[src/rtl/hash_mem_arbiter.sv]
// hash_mem_arbiter
//   Round-robin arbiter that lets N_REQ hash cores share one single-port
//   message/output memory. Beats are serialized onto a registered memory
//   port. Read data is routed back two edges after acceptance. A core can
//   lock the port for an uninterrupted burst. The lock is released by the
//   core or forced after MAX_LOCK beats.
//
//   Ports
//     clk, reset        system clock, synchronous active-high reset
//     req_valid/we/lock per-core beat request, type (1=write), keep-port flag
//     req_addr/wdata    packed per-core address / write data (core i at i*W)
//     req_ready         one-hot combinational grant
//     rsp_valid         one-hot read-data valid, rsp_data shared by all cores
//     owner, busy       current lock owner, high while a lock is held
//     mem_*             registered single-port memory interface, mem_clk = clk
module hash_mem_arbiter #(
    parameter int N_REQ    = 4,
    parameter int AW       = 16,
    parameter int DW       = 32,
    parameter int MAX_LOCK = 32
) (
    input  logic                      clk,
    input  logic                      reset,
    input  logic [N_REQ-1:0]          req_valid,
    input  logic [N_REQ-1:0]          req_we,
    input  logic [N_REQ-1:0]          req_lock,
    input  logic [N_REQ*AW-1:0]       req_addr,
    input  logic [N_REQ*DW-1:0]       req_wdata,
    output logic [N_REQ-1:0]          req_ready,
    output logic [N_REQ-1:0]          rsp_valid,
    output logic [DW-1:0]             rsp_data,
    output logic [$clog2(N_REQ)-1:0]  owner,
    output logic                      busy,
    output logic                      mem_clk,
    output logic                      mem_we,
    output logic [AW-1:0]             mem_addr,
    output logic [DW-1:0]             mem_write_data,
    input  logic [DW-1:0]             mem_read_data
);
    localparam int IW = $clog2(N_REQ);
    localparam int CW = $clog2(MAX_LOCK + 1);

    typedef enum logic {IDLE, OWN} state_t;

    state_t          state_q, state_d;
    logic [IW-1:0]   rr_ptr_q, rr_ptr_d;
    logic [IW-1:0]   owner_q, owner_d;
    logic [CW-1:0]   lock_cnt_q, lock_cnt_d;
    logic [CW-1:0]   cnt_inc;

    logic            grant_vld;
    logic [IW-1:0]   grant_idx;
    logic [IW-1:0]   cand;
    logic [N_REQ-1:0] ready_c;

    logic            sel_we;
    logic            sel_lock;
    logic [AW-1:0]   sel_addr;
    logic [DW-1:0]   sel_wdata;

    logic            vld_p0, vld_p1;
    logic [IW-1:0]   id_p0, id_p1;

    function automatic logic [IW-1:0] wrap_inc(input logic [IW-1:0] v);
        return (v == IW'(N_REQ - 1)) ? '0 : v + 1'b1;
    endfunction

    // Grant: the owner alone while locked, otherwise first requester from rr_ptr.
    always_comb begin
        grant_vld = 1'b0;
        grant_idx = '0;
        cand      = '0;
        if (state_q == OWN) begin
            grant_vld = req_valid[owner_q];
            grant_idx = owner_q;
        end else begin
            for (int k = 0; k < N_REQ; k++) begin
                cand = IW'((int'(rr_ptr_q) + k) % N_REQ);
                if (!grant_vld && req_valid[cand]) begin
                    grant_vld = 1'b1;
                    grant_idx = cand;
                end
            end
        end
        if (reset) begin
            grant_vld = 1'b0;
        end
    end

    always_comb begin
        ready_c = '0;
        if (grant_vld) begin
            ready_c[grant_idx] = 1'b1;
        end
    end

    assign req_ready = ready_c;

    // Fields of the granted beat.
    always_comb begin
        sel_we    = 1'b0;
        sel_lock  = 1'b0;
        sel_addr  = '0;
        sel_wdata = '0;
        for (int i = 0; i < N_REQ; i++) begin
            if (grant_idx == IW'(i)) begin
                sel_we    = req_we[i];
                sel_lock  = req_lock[i];
                sel_addr  = req_addr[i*AW +: AW];
                sel_wdata = req_wdata[i*DW +: DW];
            end
        end
    end

    assign cnt_inc = lock_cnt_q + 1'b1;

    // Lock FSM. With MAX_LOCK == 1 a locked beat is already the last one,
    // so it is treated like an unlocked beat.
    always_comb begin
        state_d    = state_q;
        rr_ptr_d   = rr_ptr_q;
        owner_d    = owner_q;
        lock_cnt_d = lock_cnt_q;
        if (grant_vld) begin
            case (state_q)
                IDLE: begin
                    if (sel_lock && (MAX_LOCK > 1)) begin
                        state_d    = OWN;
                        owner_d    = grant_idx;
                        lock_cnt_d = CW'(1);
                    end else begin
                        rr_ptr_d = wrap_inc(grant_idx);
                    end
                end
                OWN: begin
                    if (!sel_lock || (cnt_inc == CW'(MAX_LOCK))) begin
                        state_d    = IDLE;
                        rr_ptr_d   = wrap_inc(owner_q);
                        lock_cnt_d = '0;
                    end else begin
                        lock_cnt_d = cnt_inc;
                    end
                end
                default: state_d = IDLE;
            endcase
        end
    end

    always_ff @(posedge clk) begin
        if (reset) begin
            state_q    <= IDLE;
            rr_ptr_q   <= '0;
            owner_q    <= '0;
            lock_cnt_q <= '0;
        end else begin
            state_q    <= state_d;
            rr_ptr_q   <= rr_ptr_d;
            owner_q    <= owner_d;
            lock_cnt_q <= lock_cnt_d;
        end
    end

    // Stage p0: memory port registers, read tag enters the return pipeline.
    always_ff @(posedge clk) begin
        if (reset) begin
            mem_we         <= 1'b0;
            mem_addr       <= '0;
            mem_write_data <= '0;
            vld_p0         <= 1'b0;
            id_p0          <= '0;
        end else begin
            mem_we <= grant_vld & sel_we;
            vld_p0 <= grant_vld & ~sel_we;
            if (grant_vld) begin
                mem_addr <= sel_addr;
                id_p0    <= grant_idx;
            end
            if (grant_vld && sel_we) begin
                mem_write_data <= sel_wdata;
            end
        end
    end

    // Stage p1: memory has sampled the address, its read data is on the bus.
    always_ff @(posedge clk) begin
        if (reset) begin
            vld_p1 <= 1'b0;
            id_p1  <= '0;
        end else begin
            vld_p1 <= vld_p0;
            id_p1  <= id_p0;
        end
    end

    assign rsp_valid = vld_p1 ? (N_REQ'(1) << id_p1) : '0;
    assign rsp_data  = mem_read_data;
    assign owner     = owner_q;
    assign busy      = (state_q == OWN);
    assign mem_clk   = clk;

endmodule

[config.mk]
export PLATFORM = sky130hd
export DESIGN_NAME = hash_mem_arbiter
export DESIGN_NICKNAME = d
export VERILOG_FILES = /design/src/rtl/hash_mem_arbiter.sv
export SDC_FILE = /design/constraint.sdc
export NUM_CORES = 1
export LEC_CHECK = 0
export ABC_AREA = 0
export CORE_AREA = 3 3 129 131
export CTS_CLUSTER_SIZE = 25
export DETAILED_ROUTE_END_ITERATION = 8
export DIE_AREA = 0 0 132 134
export PLACE_DENSITY = 0.73
export SETUP_SLACK_MARGIN = 0.1
export SLEW_MARGIN = 5
export SYNTH_ARGS = -nofsm -noshare
export SYNTH_HDL_FRONTEND = slang
export SYNTH_SLANG_ARGS = --single-unit
[constraint.sdc]
create_clock -name clk -period 4.7 [get_ports clk]
set_input_delay 1.175 -clock clk [delete_from_list [all_inputs] [get_ports clk]]
set_output_delay 1.175 -clock clk [all_outputs]
set_load 0.05 [all_outputs]
[After elaboration in Yosys (flattened, before gate mapping)]
Index checks and enable logic that the tools add are counted.
Storage, ports and cells
  bits in registers: 66
  bits in latches: 0
  memory bits (writable): 0
  memory bits (read-only): 0
  input port bits: 238
  output and inout bits: 93
  word-level logic and storage cells: 106
  memories kept: 0
Operators by class
  $add $sub $neg: 6
  multiply operators: 0
  div/mod/pow operators: 0
  order comparisons: 7
  equal/unequal tests: 8
  shift-type cells: 1
  muxes and demuxes: 55
  bitwise operators: 4
  reduce and logical (&&, ||, !) cells: 14
Operators with widths (count)
  $mux W32: 4
  $mux W16: 4
  $mux W1: 25
  $lt A2 B3 Y1 const B: 6
  $mux W2: 9
  $mux W6: 2
  $pmux W6 S2: 1
  $bmux W1 S2: 5
  $mux W4: 2
  $add A2 B1 Y2 const B: 3
  $add A6 B1 Y6 const B: 1
  $eq A2 B2 Y1 const B: 3
  $eq A6 B6 Y1 const B: 1
  $reduce_and A3 Y1: 2
  $logic_and A1 B1 Y1: 5
  $add A2 B2 Y2 const B: 2
  $logic_not A1 Y1: 4
  $ne A2 B2 Y1 const B: 2
  $pmux W2 S2: 1
  $shl A1 B2 Y4 const A: 1
  $and A1 B1 Y1: 2
  $demux W1 S2: 1
  $eq A2 B1 Y1 const B: 1
  $ge A2 B1 Y1 const B: 1
  other kinds (6): 7

[Depth between registers and ports, before layout]
Gate-level depths: netlist of the first run.
  depth in word-level cells: 25
  depth in mapped cells: 13
  gate-level depth less buffers: 11

==> metrics.txt, run 1 <==
# TYPE chip_impl_metric gauge
chip_impl_metric{name="timing.hold.worst_path_depth",unit=""} 1
chip_impl_metric{name="worst-slew-pin-transition",unit="ns"} 0.7646
chip_impl_metric{name="synth_enable_flop_cells",unit=""} 0
chip_impl_info{name="postSynth.topFlopCell",value="dfxtp_1"} 1
chip_impl_metric{name="report.final.setup_viol",unit=""} 0
chip_impl_metric{name="fp.dieW",unit="um"} 132
chip_impl_metric{name="io_pins",unit=""} 331
chip_impl_metric{name="sequential_to_total_area_share_from_yosys_stat",unit="%"} 28.45
chip_impl_info{name="critical_path.startpoint",value="clk"} 1
chip_impl_metric{name="postCtsResizedCells",unit=""} 1
chip_impl_info{name="path_class",value="clk -> out"} 1
chip_impl_metric{name="cp.required",unit="ns"} 3.52
chip_impl_metric{name="power.internal",unit="mW"} 2.368
chip_impl_metric{name="route.detailed.wl_per_inst",unit="um"} 16.86
chip_impl_metric{name="gp_routability_congestion",unit=""} 0.8684
chip_impl_metric{name="antenna-diode-count",unit=""} 0
chip_impl_metric{name="die-area",unit="um^2"} 17690
chip_impl_metric{name="reg2reg_slack",unit="ns"} 1.43
chip_impl_metric{name="postSynth.asyncResetShare",unit="%"} 0
chip_impl_metric{name="cts.reportedPaths.clkPinSlew",unit="ns"} 0.05
chip_impl_metric{name="per_instance_average_area_after_synthesis",unit="um^2"} 7.664
chip_impl_metric{name="detail_route.wirelength",unit="um"} 17450
chip_impl_metric{name="path_max_fanout",unit=""} 2
chip_impl_info{name="critical_path.reg2reg.endpoint",value="mem_write_data[8]"} 1
chip_impl_info{name="worstHoldPathType",value="reg -> reg"} 1
chip_impl_metric{name="grt_antenna_before_repair",unit=""} 0
chip_impl_metric{name="p_clk_share",unit="%"} 19.0
chip_impl_metric{name="synth.yosys.warnings",unit=""} 0
chip_impl_metric{name="dp_hpwl",unit="um"} 12650
chip_impl_metric{name="slew-limit-headroom",unit="%"} 49.03
chip_impl_metric{name="power.switching_fraction",unit="%"} 46.40
chip_impl_metric{name="post-route-min-period",unit="ns"} 4.457
chip_impl_info{name="crit_path_start_kind",value="clock port"} 1
chip_impl_metric{name="placement.io_buffers",unit=""} 266
chip_impl_metric{name="drt_iter0_drc",unit=""} 367
chip_impl_metric{name="post_route_cells_drive_above_1_share",unit="%"} 10.13
chip_impl_info{name="cp-end-kind",value="output port"} 1
chip_impl_metric{name="global_route.overflow_total",unit=""} 0
chip_impl_metric{name="power_switching",unit="mW"} 2.050
chip_impl_metric{name="grt_pass1_vias",unit=""} 4926
chip_impl_metric{name="timing.final.hold_violations",unit=""} 0
chip_impl_info{name="cts_tree",value="done"} 1
chip_impl_metric{name="flip_flop_and_latch_count_after_synthesis",unit=""} 66
chip_impl_metric{name="die_h",unit="um"} 134
chip_impl_metric{name="number_of_instances_in_the_synthesized_netlist",unit=""} 606
chip_impl_metric{name="grt_pass1_wl",unit="um"} 26100
chip_impl_metric{name="cellLeakagePower",unit="nW"} 2.915
chip_impl_metric{name="share_seq_of_total_power",unit="%"} 19.4
chip_impl_metric{name="final_nets",unit=""} 1058
chip_impl_metric{name="worst_hold_slack",unit="ns"} 0.4565
chip_impl_metric{name="maxSlewViolCount",unit=""} 0
chip_impl_metric{name="start_util",unit="%"} 29.56
chip_impl_info{name="setup_repair_after_global_routing_missed_its_margin",value="no"} 1
chip_impl_metric{name="worst_supply_voltage_drop_on_vdd",unit="uV"} 305.3
chip_impl_info{name="min_delay_src",value="vld_p0"} 1
chip_impl_metric{name="power_frac_comb",unit="%"} 61.6
chip_impl_info{name="whs_endpoint",value="vld_p1"} 1
chip_impl_metric{name="syn2layout_area_growth",unit="%"} 65.06
chip_impl_info{name="rr_startpoint",value="rr_ptr_q[1]"} 1
chip_impl_metric{name="drc",unit=""} 0
chip_impl_metric{name="insertion_delay",unit="ns"} 0.44
chip_impl_metric{name="p_per_area",unit="nW/um^2"} 576.3
chip_impl_metric{name="layout.core_utilization",unit="%"} 48.79
chip_impl_metric{name="tns",unit="ns"} 0
chip_impl_metric{name="postCtsHoldBufs",unit=""} 0
chip_impl_metric{name="core_area",unit="um^2"} 15710
chip_impl_metric{name="gr-usage-all-layers",unit="%"} 18.69
chip_impl_metric{name="synth_nets",unit=""} 850
chip_impl_metric{name="detailedRoute.firstPassIterationCount",unit=""} 4
chip_impl_metric{name="ys_types",unit=""} 43
chip_impl_metric{name="post_synth_instance_area",unit="um^2"} 4644
chip_impl_metric{name="worst_r2r_path_depth",unit=""} 12
chip_impl_metric{name="number_of_nets_with_antenna_violations_after_routing",unit=""} 0
chip_impl_metric{name="viasPerCell",unit=""} 5.010
chip_impl_metric{name="max_freq",unit="MHz"} 226.0
chip_impl_metric{name="finClkSkew",unit="ns"} 0.004923
chip_impl_metric{name="cp_data_arrival_time",unit="ns"} 3.28
chip_impl_metric{name="row_count",unit=""} 46
chip_impl_metric{name="vias",unit=""} 5185
chip_impl_metric{name="grt_start_max_net_pins",unit=""} 69
chip_impl_metric{name="cts_setup_buffers",unit=""} 0
chip_impl_metric{name="min_period_over_period",unit="%"} 94.84
chip_impl_metric{name="maxCapViolations",unit=""} 0
chip_impl_metric{name="fillCellCount",unit=""} 1497
chip_impl_info{name="status",value="completed"} 1
worst max-delay path, cell delays in order:
cell	delay, ns
clkbuf_16	0.12
clkbuf_16	0.13
clkdlybuf4s50_1	0.68
per-layer routing:
metal	wire length [um]	track usage (%)	vias to the layer above
li1	-	-	2571
met1	7487	22.59	2369
met2	8239	30.67	218
met3	1296	5.664	27
met4	424	8.518	0
met5	0	0	-
power groups by stage:
stage               clock network [mW]  registers, mW  logic, mW
floorplan                       0.0459           1.41       1.36
global placement                0.0491          0.863       2.72
detailed placement              0.0491          0.868       2.73
CTS                              0.864          0.859       2.74
global route                     0.885          0.882       2.93
finish                           0.838          0.858       2.72
metrics by stage:
stage | total power, mW | worst slack, ns | instances | instance area (um^2)
detailed placement | 3.647 | 0.07281 | 1016 | 7276
finish | 4.418 | 0.2426 | 1035 | 7666
global route | 4.698 | 0.1392 | 1035 | 7666
floorplan | 2.822 | 0.3175 | 606 | 4644
global placement | 3.634 | 0.1321 | 1016 | 7276
CTS | 4.461 | 0.1924 | 1035 | 7649
cells in the mapped netlist, types with 6 or more instances:
master    count  area, um^2
nor2_1       51       191.4
a211oi_2     22       275.3
buf_2        18       90.09
nor2b_1       7       43.79
buf_6         6       67.56
inv_1        39       146.4
dfxtp_1      66        1321
o211a_1      15       150.1
a221oi_1     33       289.0
o211ai_1     15       112.6
buf_1         6       22.52
a21oi_1      87       435.4
ha_1          6       75.07
nand3b_1     18       135.1
a211oi_1     13       97.59
o21ai_0      20       100.1
mux2_2        8       90.09
buf_4        35       262.8
nand2_1      42       157.7
nand3_1      38       190.2
clkbuf_1     21       78.83
mux2i_1       6       60.06
state kept, by name, summed over array words and instances (netlist names):
signal / count
mem_write_data: 32
mem_we: 1
id_p0: 2
vld_p1: 1
id_p1: 2
lock_cnt_q: 6
mem_addr: 16
owner: 2
busy: 1
rr_ptr_q: 2
vld_p0: 1
cell usage in the layout (no fill, tap or decap), drive strengths merged, types with 2 or more instances in the layout:
| cell | netlist | routed |
|---|---|---|
| nor3 | 2 | 2 |
| o211ai | 15 | 15 |
| a21oi | 87 | 87 |
| a221oi | 35 | 35 |
| nor3b | 3 | 3 |
| ha | 6 | 6 |
| buf | 65 | 20 |
| clkinv | 1 | 5 |
| nand2 | 42 | 42 |
| mux2 | 8 | 8 |
| inv | 41 | 41 |
| o211a | 15 | 15 |
| nor2b | 7 | 7 |
| and3b | 2 | 2 |
| a211oi | 35 | 35 |
| a21o | 2 | 2 |
| nand3 | 38 | 38 |
| a22o | 2 | 2 |
| dfxtp | 66 | 66 |
| nand3b | 18 | 18 |
| mux2i | 6 | 6 |
| nand2b | 3 | 3 |
| and3 | 3 | 3 |
| or2 | 2 | 2 |
| o21ai | 21 | 21 |
| nor2 | 51 | 51 |
| clkdlybuf4s50 | 0 | 260 |
| clkbuf | 22 | 14 |
cells by family after synthesis:
group	after synthesis	synth area share, %
AOI/OAI and AO/OA	216	33.76
muxes	14	3.233
adders and majority gates	6	1.616
xor gates and xnor gates	1	0.1886
DFF	66	28.45
and+or+nand+nor	174	18.02
buffers and inverters	129	14.74
cell type report:
| type | instances | area (um^2) | area share [%] |
|---|---|---|---|
| timing repair buffer | 280 | 2853 | 37.21 |
| multi-input combinational | 411 | 2683 | 34.99 |
| clock buffer | 15 | 327.8 | 4.276 |
| inverter | 42 | 157.7 | 2.056 |
| tap | 216 | 270.3 | 3.525 |
| clock inverter | 5 | 53.80 | 0.7018 |
| sequential | 66 | 1321 | 17.24 |
how the worst max path moves through the flow:
stage                                    end  slack (ns)  depth (start not counted)
after floorplan                 req_ready[3]        0.32                          8
after global placement     mem_write_data[7]        0.13                         13
final                                mem_clk        0.24                          3
after CTS                       req_ready[1]        0.19                         10
after global routing            req_ready[1]        0.14                         10
after detailed placement  mem_write_data[25]        0.07                         12
(Power assumes the default switching activity.)
==> run 2: changes to the inputs <==
--- a/config.mk
+++ b/config.mk
@@ -11,6 +11,7 @@
 export DETAILED_ROUTE_END_ITERATION = 8
 export DIE_AREA = 0 0 132 134
 export PLACE_DENSITY = 0.73
+export REMOVE_ABC_BUFFERS = 1
 export SETUP_SLACK_MARGIN = 0.1
 export SLEW_MARGIN = 5
 export SYNTH_ARGS = -nofsm -noshare
==> metrics.txt, run 2 (synthesis gave the netlist of run 1 again) <==
# TYPE chip_impl_metric gauge
chip_impl_metric{name="grt_start_max_net_pins",unit=""} 69
chip_impl_metric{name="reg2reg_slack",unit="ns"} 1.40
chip_impl_metric{name="path_max_fanout",unit=""} 5
chip_impl_metric{name="critical_path_buf_inv_count",unit=""} 4
chip_impl_metric{name="vias",unit=""} 5303
chip_impl_info{name="worstHoldPathType",value="reg -> reg"} 1
chip_impl_metric{name="worst_r2r_path_depth",unit=""} 13
chip_impl_metric{name="worst-slew-pin-transition",unit="ns"} 0.7504
chip_impl_metric{name="p_per_area",unit="nW/um^2"} 581.9
chip_impl_metric{name="critical_path.max_stage_delay",unit="ns"} 0.48
chip_impl_metric{name="dp_hpwl",unit="um"} 14430
chip_impl_metric{name="antenna-diode-count",unit=""} 0
chip_impl_metric{name="placement.io_buffers",unit=""} 266
chip_impl_metric{name="timing.final.hold_violations",unit=""} 0
chip_impl_info{name="crit_path_start_kind",value="input port"} 1
chip_impl_metric{name="power.internal",unit="mW"} 2.411
chip_impl_metric{name="pre_cts_ws",unit="ns"} 0.1378
chip_impl_metric{name="cts.reportedPaths.clkPinSlew",unit="ns"} 0.05
chip_impl_info{name="final_cell_mix",value="261 x clkdlybuf4s50_1, 87 x a21oi_1, 66 x dfxtp_1"} 1
chip_impl_metric{name="detail_route.wirelength",unit="um"} 18980
chip_impl_metric{name="grt_pass1_vias",unit=""} 5057
chip_impl_metric{name="die-area",unit="um^2"} 17690
chip_impl_metric{name="fp.dieW",unit="um"} 132
chip_impl_metric{name="insertion_delay",unit="ns"} 0.45
chip_impl_metric{name="gp_routability_congestion",unit=""} 0.8131
chip_impl_metric{name="min_period_over_period",unit="%"} 94.94
chip_impl_metric{name="report.final.setup_viol",unit=""} 0
chip_impl_info{name="status",value="completed"} 1
chip_impl_metric{name="final_nets",unit=""} 1058
chip_impl_metric{name="post_route_cells_drive_above_1_share",unit="%"} 9.768
chip_impl_info{name="timing.critical_path.slowest_stage_cell",value="clkdlybuf4s50_1"} 1
chip_impl_metric{name="numPlacedInstances",unit=""} 1016
chip_impl_info{name="largest_register",value="mem_write_data"} 1
chip_impl_metric{name="max_freq",unit="MHz"} 224.1
chip_impl_info{name="path_cells",value="clkdlybuf4s50_1 -> nor4_1 -> nor2_1 -> a22o_2 -> inv_1 -> ha_2 -> inv_2 -> nor2_1 -> buf_12"} 1
chip_impl_metric{name="io_pins",unit=""} 331
chip_impl_metric{name="share_seq_of_total_power",unit="%"} 19.3
chip_impl_metric{name="power.switching_fraction",unit="%"} 45.90
chip_impl_metric{name="viasPerCell",unit=""} 5.124
chip_impl_metric{name="number_of_nets_with_antenna_violations_after_routing",unit=""} 0
chip_impl_info{name="critical_path.reg2reg.endpoint",value="mem_write_data[25]"} 1
chip_impl_info{name="cp-end-kind",value="output port"} 1
chip_impl_metric{name="maxSlewViolCount",unit=""} 0
chip_impl_metric{name="slew-limit-headroom",unit="%"} 49.98
chip_impl_metric{name="die_h",unit="um"} 134
chip_impl_metric{name="start_util",unit="%"} 29.56
chip_impl_info{name="cp_top_family",value="buffers and inverters"} 1
chip_impl_info{name="path_class",value="in -> out"} 1
chip_impl_metric{name="postCtsHoldBufs",unit=""} 0
chip_impl_metric{name="maxCapViolations",unit=""} 0
chip_impl_metric{name="grt_antenna_before_repair",unit=""} 0
chip_impl_metric{name="syn2layout_area_growth",unit="%"} 64.92
chip_impl_metric{name="power_switching",unit="mW"} 2.046
chip_impl_metric{name="largest_register_ff_count",unit=""} 32
chip_impl_metric{name="cp.required",unit="ns"} 3.52
chip_impl_metric{name="route.detailed.wl_per_inst",unit="um"} 18.34
chip_impl_info{name="layout_top_registers",value="mem_write_data: 32 flops, mem_addr: 16 flops, lock_cnt_q: 6 flops"} 1
chip_impl_metric{name="grt_pass1_wl",unit="um"} 28230
chip_impl_metric{name="fin_cells",unit=""} 1035
chip_impl_metric{name="post-route-min-period",unit="ns"} 4.462
chip_impl_metric{name="timing.hold.worst_path_depth",unit=""} 1
chip_impl_info{name="rr_startpoint",value="rr_ptr_q[1]"} 1
chip_impl_metric{name="gr-usage-all-layers",unit="%"} 20.64
chip_impl_metric{name="cp_data_arrival_time",unit="ns"} 3.29
chip_impl_metric{name="finClkSkew",unit="ns"} 0.008238
chip_impl_metric{name="drt_iter0_drc",unit=""} 240
chip_impl_info{name="crit_top_cell",value="nor2_1"} 1
chip_impl_metric{name="core_area",unit="um^2"} 15710
chip_impl_metric{name="row_count",unit=""} 46
chip_impl_info{name="whs_endpoint",value="vld_p1"} 1
chip_impl_info{name="cts_tree",value="done"} 1
chip_impl_metric{name="p_clk_share",unit="%"} 20.2
chip_impl_metric{name="detailedRoute.firstPassIterationCount",unit=""} 5
chip_impl_metric{name="worst_supply_voltage_drop_on_vdd",unit="uV"} 303.0
chip_impl_metric{name="global_route.overflow_total",unit=""} 0
chip_impl_metric{name="cellLeakagePower",unit="nW"} 2.906
chip_impl_metric{name="drc",unit=""} 0
chip_impl_metric{name="worst_slack",unit="ns"} 0.2379
chip_impl_info{name="min_delay_src",value="vld_p0"} 1
chip_impl_info{name="setup_repair_after_global_routing_missed_its_margin",value="no"} 1
chip_impl_metric{name="power_frac_comb",unit="%"} 60.5
chip_impl_info{name="final_common_cell",value="clkdlybuf4s50_1"} 1
[run 2: cell count changes in the layout (fill, tap and decap cells not counted), sizes merged]
cell,change
clkinv,-2
bufinv,+1
clkdlybuf4s50,+1
clkinvlp,+1
dlymetal6s2s,-1
[run 2: cell type report]
| cell class | instances | area, um^2 |
|---|---|---|
| flip-flops and latches | 66 | 1321 |
| repair buffers | 280 | 2838 |
| clock buffers | 15 | 327.8 |
| clock inverters | 5 | 77.57 |
| inverters | 42 | 157.7 |
| fillers | 1510 | 8053 |
| multi-input cells | 411 | 2668 |
| well taps | 216 | 270.3 |
[run 2: through the flow]
| stage | hold WS (ns) | util, % | instance area, um^2 | TNS [ns] | power, mW |
|---|---|---|---|---|---|
| floorplan | 0.4138 | - | 4118 | -70.26 | 2.611 |
| global placement | 0.4190 | 46.23 | 7263 | 0 | 3.608 |
| detailed placement | 0.4447 | 46.23 | 7263 | 0 | 3.637 |
| CTS | 0.4533 | 48.74 | 7659 | 0 | 4.514 |
| global route | 0.4660 | 48.75 | 7660 | 0 | 4.752 |
| finish | 0.4524 | 48.75 | 7660 | 0 | 4.458 |
[run 2: how the worst max path moves through the flow]
| stage | end | startpoint | slack, ns | cells after the start |
|---|---|---|---|---|
| after floorplan | mem_write_data[10] | req_valid[2] | -1.94 | 9 |
| after global placement | mem_write_data[30] | req_valid[0] | 0.20 | 14 |
| after detailed placement | mem_write_data[31] | req_valid[2] | 0.14 | 14 |
| after CTS | req_ready[2] | req_valid[1] | 0.21 | 9 |
| after global routing | req_ready[2] | req_valid[0] | 0.11 | 9 |
| final | req_ready[2] | req_valid[1] | 0.24 | 9 |
[run 2: power groups by stage]
stage                     registers (mW)  logic, mW  clock network (mW)
after floorplan                     1.42       1.19                   0
after detailed placement           0.869       2.72              0.0491
after CTS                          0.862       2.73               0.927
after global routing               0.881       2.92               0.956
after global placement             0.865       2.69              0.0491
final                              0.859       2.70               0.900
[run 2: repair_timing]
| item | CTS | global route |
|---|---|---|
| resized for setup | 0 | 1 |
| buffers inserted | 0 | 0 |
| setup endpoints to repair | 0 | 4 |
[run 2: layer usage]
metal	up-vias	share of wire [%]	GRT usage [%]
li1	2570	-	-
met1	2427	43	25.03
met2	275	42	30.87
met3	29	12	11.37
met4	2	1.9	6.534
met5	-	0.51	3.889
